===== config.mk =====
export PLATFORM = sky130hd
export DESIGN_NAME = datapath_scoreboard
export DESIGN_NICKNAME = d
export VERILOG_FILES = /design/src/rtl/datapath_pkg.sv /design/src/rtl/scoreboard_fifo.sv /design/src/rtl/datapath_scoreboard.sv
export SDC_FILE = /design/constraint.sdc
export NUM_CORES = 1
export LEC_CHECK = 0
export CORE_ASPECT_RATIO = 1.75
export CORE_MARGIN = 5
export CORE_UTILIZATION = 56
export CTS_CLUSTER_SIZE = 12
export DETAILED_ROUTE_END_ITERATION = 10
export GPL_TIMING_DRIVEN = 0
export PLACE_DENSITY = 0.8
export SYNTH_ARGS = -nofsm -noshare
export SYNTH_HDL_FRONTEND = slang
export SYNTH_SLANG_ARGS = --single-unit

===== constraint.sdc =====
create_clock -name clk -period 8.5 [get_ports clk]
set_input_delay 1.275 -clock clk [delete_from_list [all_inputs] [get_ports clk]]
set_output_delay 1.275 -clock clk [all_outputs]
set_load 0.01 [all_outputs]

===== src/rtl/datapath_pkg.sv =====
// rtl/datapath_pkg.sv - shared types, widths and expected-value helper for the datapath scoreboard
package datapath_pkg;

    localparam int SB_DATA_W = 32;
    localparam int SB_CNT_W  = 16;

    typedef enum logic [1:0] {
        IDLE  = 2'd0,
        RUN   = 2'd1,
        DRAIN = 2'd2,
        DONE  = 2'd3
    } sb_state_t;

    // Adder model: carry out is discarded, result wraps modulo 2^SB_DATA_W.
    function automatic logic [SB_DATA_W-1:0] sb_expected(input logic [SB_DATA_W-1:0] a,
                                                          input logic [SB_DATA_W-1:0] b);
        return a + b;
    endfunction

endpackage


===== src/rtl/scoreboard_fifo.sv =====
// rtl/scoreboard_fifo.sv - expected-value FIFO with async reset and synchronous clear
module scoreboard_fifo #(
    parameter int DW    = 32,
    parameter int DEPTH = 8
) (
    input  logic          clk,
    input  logic          reset,
    input  logic          clear,
    input  logic          push,
    input  logic          pop,
    input  logic [DW-1:0] din,
    output logic [DW-1:0] dout,
    output logic          full,
    output logic          empty
);

    localparam int AW = $clog2(DEPTH);

    logic [DW-1:0] mem [DEPTH];
    logic [AW:0]   wr_ptr;
    logic [AW:0]   rd_ptr;
    logic          do_push;
    logic          do_pop;

    // A push into a full FIFO is accepted only when a pop frees the head slot on the same edge.
    assign do_pop  = pop && !empty;
    assign do_push = push && (!full || do_pop);

    assign empty = (wr_ptr == rd_ptr);
    assign full  = (wr_ptr[AW] != rd_ptr[AW]) && (wr_ptr[AW-1:0] == rd_ptr[AW-1:0]);
    assign dout  = mem[rd_ptr[AW-1:0]];

    always_ff @(posedge clk or negedge reset) begin
        if (!reset) begin
            wr_ptr <= '0;
            rd_ptr <= '0;
        end else if (clear) begin
            wr_ptr <= '0;
            rd_ptr <= '0;
        end else begin
            if (do_push) wr_ptr <= wr_ptr + 1'b1;
            if (do_pop)  rd_ptr <= rd_ptr + 1'b1;
        end
    end

    always_ff @(posedge clk) begin
        if (do_push && !clear) mem[wr_ptr[AW-1:0]] <= din;
    end

endmodule


===== src/rtl/datapath_scoreboard.sv =====
// rtl/datapath_scoreboard.sv - adder result checker with pass/fail stats; optional DATAPATH_SB_TIMEOUT_EN drain timeout
module datapath_scoreboard
    import datapath_pkg::*;
#(
    parameter int DATA_W      = SB_DATA_W,
    parameter int DEPTH       = 8,
`ifdef DATAPATH_SB_TIMEOUT_EN
    parameter int TIMEOUT_CYC = 64,
`endif
    parameter int CNT_W       = SB_CNT_W
) (
    input  logic              clk,
    input  logic              reset,
    input  logic              start,
    input  logic              stop,
    input  logic              op_valid,
    input  logic [DATA_W-1:0] op_a,
    input  logic [DATA_W-1:0] op_b,
    input  logic              res_valid,
    input  logic [DATA_W-1:0] res_data,
    output logic              busy,
    output logic              done,
    output logic [CNT_W-1:0]  pass_count,
    output logic [CNT_W-1:0]  fail_count,
    output logic              error,
    output logic              overflow,
    output logic              underflow,
    output logic [DATA_W-1:0] first_exp,
    output logic [DATA_W-1:0] first_got
);

    localparam logic [CNT_W-1:0] CNT_MAX = '1;

    sb_state_t         state;
    sb_state_t         state_next;
    logic [DATA_W-1:0] exp_sum;
    logic [DATA_W-1:0] head;
    logic              full;
    logic              empty;
    logic              push_req;
    logic              pop_req;
    logic              hit;
    logic              miss;
    logic              ovf_evt;
    logic              udf_evt;
    logic              timeout_evt;
    logic              fifo_clear;
    logic              mismatch_seen;

    assign exp_sum  = sb_expected(op_a, op_b);
    assign push_req = (state == RUN) && op_valid;
    assign pop_req  = ((state == RUN) || (state == DRAIN)) && res_valid;
    assign hit      = pop_req && !empty && (head == res_data);
    assign miss     = pop_req && !empty && (head != res_data);
    assign udf_evt  = pop_req && empty;
    assign ovf_evt  = push_req && full && !(pop_req && !empty);

    // Timeout discards whatever is still queued so DONE always leaves an empty FIFO.
    assign fifo_clear = start || timeout_evt;

    scoreboard_fifo #(
        .DW    (DATA_W),
        .DEPTH (DEPTH)
    ) u_fifo (
        .clk   (clk),
        .reset (reset),
        .clear (fifo_clear),
        .push  (push_req),
        .pop   (pop_req),
        .din   (exp_sum),
        .dout  (head),
        .full  (full),
        .empty (empty)
    );

`ifdef DATAPATH_SB_TIMEOUT_EN
    localparam int TW = $clog2(TIMEOUT_CYC + 1);

    logic [TW-1:0] idle_cnt;

    always_ff @(posedge clk or negedge reset) begin
        if (!reset) begin
            idle_cnt <= '0;
        end else if (start || (state != DRAIN) || res_valid) begin
            idle_cnt <= '0;
        end else begin
            idle_cnt <= idle_cnt + 1'b1;
        end
    end

    assign timeout_evt = (state == DRAIN) && !start && !res_valid && !empty &&
                         (idle_cnt == TW'(TIMEOUT_CYC - 1));
`else
    assign timeout_evt = 1'b0;
`endif

    always_ff @(posedge clk or negedge reset) begin
        if (!reset) state <= IDLE;
        else        state <= state_next;
    end

    always_comb begin
        state_next = state;
        unique case (state)
            IDLE:    if (start) state_next = RUN;
            RUN:     if (start) state_next = RUN;
                     else if (stop) state_next = DRAIN;
            DRAIN:   if (start) state_next = RUN;
                     else if (empty || timeout_evt) state_next = DONE;
            DONE:    if (start) state_next = RUN;
            default: state_next = IDLE;
        endcase
    end

    always_comb begin
        busy = (state == RUN) || (state == DRAIN);
        done = (state == DONE);
    end

    always_ff @(posedge clk or negedge reset) begin
        if (!reset) begin
            pass_count    <= '0;
            fail_count    <= '0;
            error         <= 1'b0;
            overflow      <= 1'b0;
            underflow     <= 1'b0;
            first_exp     <= '0;
            first_got     <= '0;
            mismatch_seen <= 1'b0;
        end else if (start) begin
            pass_count    <= '0;
            fail_count    <= '0;
            error         <= 1'b0;
            overflow      <= 1'b0;
            underflow     <= 1'b0;
            first_exp     <= '0;
            first_got     <= '0;
            mismatch_seen <= 1'b0;
        end else begin
            if (hit && (pass_count != CNT_MAX))  pass_count <= pass_count + 1'b1;
            if (miss && (fail_count != CNT_MAX)) fail_count <= fail_count + 1'b1;
            if (miss && !mismatch_seen) begin
                first_exp     <= head;
                first_got     <= res_data;
                mismatch_seen <= 1'b1;
            end
            if (ovf_evt) overflow  <= 1'b1;
            if (udf_evt) underflow <= 1'b1;
            if (miss || ovf_evt || udf_evt || timeout_evt) error <= 1'b1;
        end
    end

endmodule

After elaboration in Yosys (flattened, before gate mapping)
Memories as Yosys holds them, arrays and structs flattened.
Index checks and enable logic that the tools add are counted.
- reductions and logical operators: 34
- add/subtract/negate cells: 5
- eq/ne operators: 13
- multiplexer cells: 28
- operator list (operator ; count):
    32-bit 2-to-1 mux ; 4
    16-bit 2-to-1 mux ; 4
    16-bit by 1-bit adder with 16-bit output (second input constant) ; 2
    32-bit adder ; 1
    32-bit == test ; 1
    16-bit != test (second input constant) ; 2
    32-bit != test ; 1
    4-bit 2-to-1 mux ; 4
    2-bit nonzero test ; 8
    1-bit logical AND ; 14
    1-bit 2-to-1 mux ; 10
    2-bit 2-to-1 mux ; 5
    4-bit by 1-bit adder with 4-bit output (second input constant) ; 2
    3-bit != test (second input constant) ; 2
    2-bit case mux with 3 select lines ; 1
    1-bit zero test ; 5
    2-bit == test (second input constant) ; 2
    4-bit == test ; 1
    1-bit logical OR ; 4
    3-bit == test ; 1
    3-bit AND reduction ; 1
    2-bit by 1-bit == test with 1-bit output (second input constant) ; 1
    2-bit zero test ; 1
    2-bit by 1-bit != test with 1-bit output (second input constant) ; 1
    2 further kinds ; 2
- memory bits (writable): 256
- memories kept: 1
- input port bits: 102
- logic and storage cells: 92
- flip-flop bits (word level): 110
- output and inout port bits: 101
- memory list (memory ; words ; bits a word ; rd ports ; clocked after memory_dff ; wr ports ; line ; source):
    u_fifo.mem ; 8 ; 32 ; 1 ; 0 ; 1 ; scoreboard_fifo.sv:19 ; logic [DW-1:0] mem [DEPTH];

Longest topological paths before layout
- word-level depth: 10
- mapped depth: 16
- gate-level depth less buffers: 11

By module
From an unflattened synthesis, not the netlist that was laid out.
- cell total of the unflattened synthesis: 1163
- area, all modules: 17145.2 um2
- modules (own cells, without submodules) (module ; area an instance (um2) ; sequential area each (um2) ; cells each ; instances):
    scoreboard_fifo ; 10359.9 ; 7887.6 ; 441 ; 1
    datapath_scoreboard ; 6785.3 ; 2552.4 ; 722 ; 1

Worst setup path before layout
No wires, ideal clock.
- path type: input-to-reg
- from: input port res_valid
- to: memory u_fifo.mem[1][0] (enable)
- buffers on the path: 0
- stages: 4
- setup time: 0.461 ns
- data required time: 8.039 ns
- arrival time: 4.216 ns
- path slack: 3.822 ns
- path through: nand2_1 > a31oi_1 > nand3_1 > nor3_1
- cells in the longest elaborated chain, start to end: 7
- RTL lines (item ; line ; source):
    start: declaration ; datapath_scoreboard.sv:19 ; input logic res_valid,
    1-bit logical AND ; datapath_scoreboard.sv:52 ; assign pop_req = ((state == RUN) || (state == DRAIN)) && res_valid;
    1-bit logical AND ; scoreboard_fifo.sv:26 ; assign do_pop = pop && !empty;
    1-bit logical OR ; scoreboard_fifo.sv:27 ; assign do_push = push && (!full || do_pop);
    1-bit logical AND ; scoreboard_fifo.sv:27 ;
    1-bit logical AND ; scoreboard_fifo.sv:47 ; if (do_push && !clear) mem[wr_ptr[AW-1:0]] <= din;
    1-bit 2-to-1 mux ; scoreboard_fifo.sv:47 ;
    1-bit 2-to-1 mux (implied by the code) ; scoreboard_fifo.sv:47 ;
    end: declaration ; scoreboard_fifo.sv:19 ;
No other way between the ends.

Worst setup path in the final report
- from: input port op_a[0]
- to: memory u_fifo.mem[1][28], data pin
- cells in the longest elaborated chain, start to end: 1
- RTL lines (item ; line ; source):
    start: declaration ; datapath_scoreboard.sv:17 ; input logic [DATA_W-1:0] op_a,
    32-bit adder ; datapath_pkg.sv:17 ; return a + b;
    via exp_sum[28] ; datapath_scoreboard.sv:36 ; logic [DATA_W-1:0] exp_sum;
The timed path passes the listed nets, and every way through them passes these cells.

==> impl_results.md <==
* First-pass GRT wire length at 68.3 mm
* Fill cell count at 2108
* Post-CTS setup buffer count at 0
* Vias in the first global route at 12100
* Wirelength per Cell at 23.8 microns
* Die Area at 34500 sq um
* Peak VDD IR at 0.143 mV
* Post-synth EDFFs at 256
* Yosys warnings at 0
* TNS Setup at 0 ns
* Routability Congestion at 0.903
* Fin nets at 1636
* IO Count at 203
* Seq/Total Area, Yosys at 0.606
* CP Data Arrival Time at 5.19 ns
* Max Clock Skew at 0.0190 ns
* Setup CP Type: in2reg
* Clk buf depth at 3
* Final total power at 5.21 mW
* Maxcap violations at 0
* Hold buffer count at cts at 0
* Final setup fails at 0
* Final WL at 45.2 mm
* DP Wirelength at 32.8 mm
* Post-Syn Area per Cell at 13.9 sq um
* Post-cts resize count at 0
* Worst min path class: reg2reg
* Cts bufs inserted at 36
* Vias at 11600
* CTS H-Tree Depth at 2
* CP required at 8.70 ns
* Core Rows at 85
* Area of the multi-input gates at 6380 sq um
* Worst skew pair latency at 0.53 ns
* # DRC at 0
* Final Cycle Share at 0.587
* Switch share at 0.300
* Share of power burned in registers at 0.426
* Clock sink count at 366
* Outcome: finished, final reports clean
* Vias per inst at 6.13
* Most frequent cells in the layout: 256 x edfxtp_1, 200 x clkdlybuf4s50_1, 110 x dfrtp_1
* Layout area overhead at 21.8%
* Hold path cells at 2
* Clock-pin slew on the worst setup and hold paths at 0.06 ns
* Initial Utilization at 0.563
* Crit start category: input pin
* Max Freq at 200 MHz
* Commonest non-fill, non-tap cell in the layout: edfxtp_1
* R2R depth at 11
* Max_slew headroom at 0.384
* P per Cell Area at 248 nW/um^2
* Fin. max-slew vios at 0
* RSZ-0062 raised after global routing: no
* Core footprint at 30600 sq um
* Total GRT Usage at 0.258
* Worst Setup End Kind: flip-flop
* Die height at 242 microns
* Cell Area, Synth at 17200 sq um
* Commonest register cell after synthesis: edfxtp_1
* #FFs+latches synth at 366
* Clk pwr share at 0.272
* Worst-path maximum fanout at 8
* Port Buf Inserts at 201
* Leak at 7.56 nW
* CTS tree: yes
* Share of cells above drive strength 1 at 0.124
* Drt pass-1 iters at 6
* Yosys cell types at 63
* Post-Synthesis Cells at 1243
* NetSw at 1.56 mW
* Die Wd at 143 microns
* Worst-Margin Slew at 0.917 ns
* Final hold viol count at 0
* Final min period at 4.99 ns
* Iter 0 DRT Violations at 713
* Ys async rst share at 0.301
* Comb pwr share at 0.302
* Antenna violations before repair at 0
* Pin count of the biggest net entering global routing at 63
* CTS root buf: clkbuf_16
* Net Count, Synth at 1384
* Post-route ant nets at 0
* FF/Latch Area at 10400 sq um
* ANT cells at 0
* P_int at 3.64 mW
* Grt ovf at 0
Yosys cell counts, drive strengths merged (2+ instances only):
cell type / instances / area [sq um]
nor3: 18 / 90.1
mux2i: 82 / 825
nor2b: 28 / 175
inv: 16 / 60.1
a31oi: 8 / 50.1
a221oi: 17 / 155
nor2: 83 / 319
nand3b: 16 / 120
nand4: 17 / 106
a41oi: 2 / 17.5
o21a: 2 / 15.0
xor2: 32 / 280
a22o: 3 / 26.3
a22oi: 2 / 15.0
o21bai: 3 / 22.5
clkbuf: 30 / 113
o41ai: 9 / 78.8
a211oi: 5 / 37.5
nand3: 21 / 110
nor4: 10 / 83.8
and3: 9 / 56.3
or2: 5 / 31.3
dfrtp: 110 / 2750
or3: 11 / 68.8
or4: 2 / 15.0
xnor2: 38 / 333
o22ai: 7 / 43.8
mux2: 45 / 529
nand2: 43 / 161
ha: 38 / 475
o31ai: 3 / 22.5
o211a: 9 / 90.1
nand2b: 66 / 413
buf: 34 / 298
or4b: 6 / 60.1
and4: 4 / 35.0
o21ai: 37 / 185
a211o: 2 / 17.5
mux4: 36 / 811
o311ai: 4 / 35.0
a21oi: 56 / 280
and2: 5 / 31.3
a21o: 6 / 45.0
edfxtp: 256 / 7690
clkinv: 2 / 7.51
final timing paths:
path,from,to,slack (ns)
max,op_a[0],u_fifo.mem[1][28],3.51
min,overflow,overflow,0.53
max reg2reg,u_fifo.rd_ptr[2],pass_count[15],4.11
min reg2reg,overflow,overflow,0.53
max in group asynchronous,reset,first_got[13],6.93
min in group asynchronous,reset,fail_count[2],0.79
kinds of logic after synthesis:
logic type | after synthesis | share of synthesized area
AOI/OAI and AO/OA | 179 | 0.0681
xor gates and xnor gates | 70 | 0.0356
buffers and inverters | 82 | 0.0277
and+or+nand+nor | 344 | 0.109
muxes | 163 | 0.126
DFF | 366 | 0.606
adders and majority gates | 39 | 0.0287
power by group through the flow:
stage / clock [mW] / sequential (mW) / combinational (mW)
3_5_place_dp: 0 / 2.25 / 1.57
2_1_floorplan: 0 / 2.27 / 0.925
3_3_place_gp: 0 / 2.25 / 1.51
6_report: 1.41 / 2.22 / 1.57
5_1_grt: 1.50 / 2.23 / 1.68
4_1_cts: 1.43 / 2.22 / 1.58
through the flow:
stage	hold WS, ns	cell area [sq um]	cells	setup slack, ns	utilization
2_1_floorplan	0.529	17200	1243	3.82	-
3_3_place_gp	0.488	19700	1835	1.32	0.645
3_5_place_dp	0.516	20000	1848	3.03	0.653
4_1_cts	0.529	21000	1896	3.53	0.686
5_1_grt	0.558	21000	1896	3.27	0.686
6_report	0.531	21000	1896	3.51	0.686
sequential cells by signal (all words and copies together) (netlist names):
signal         count
pass_count        16
u_fifo.mem       256
underflow          1
fail_count        16
first_got         32
error              1
u_fifo.rd_ptr      4
overflow           1
state              2
mismatch_seen      1
u_fifo.wr_ptr      4
first_exp         32
metal layers:
| metal | part of all wire | wire (microns) | up-vias | GRT usage |
|---|---|---|---|---|
| met4 | 0.048 | 2150 | 0 | 0.125 |
| met5 | 0 | 0 | - | 0 |
| met1 | 0.34 | 15500 | 5799 | 0.276 |
| met2 | 0.55 | 24900 | 516 | 0.489 |
| met3 | 0.058 | 2640 | 124 | 0.0306 |
| li1 | - | - | 5178 | - |
final cells by class:
type | instances | area share
multi-input combinational | 795 | 0.304
buffer | 64 | 0.0195
tap | 391 | 0.0233
inverter | 18 | 0.00322
sequential | 366 | 0.497
timing repair buffer | 214 | 0.106
clock inverter | 2 | 0.000834
clock buffer | 46 | 0.0462
worst max-delay path, stage by stage:
cell and delay (ns):
clkdlybuf4s50_1 0.40, ha_1 0.23, fa_1 0.44, a211oi_1 0.33
o21ai_0 0.21, nand4_1 0.21, a21oi_1 0.16, a221oi_1 0.73
o311ai_0 0.31, a31o_2 0.31, a21oi_1 0.18, xnor2_1 0.40
(Power assumes the default switching activity.)
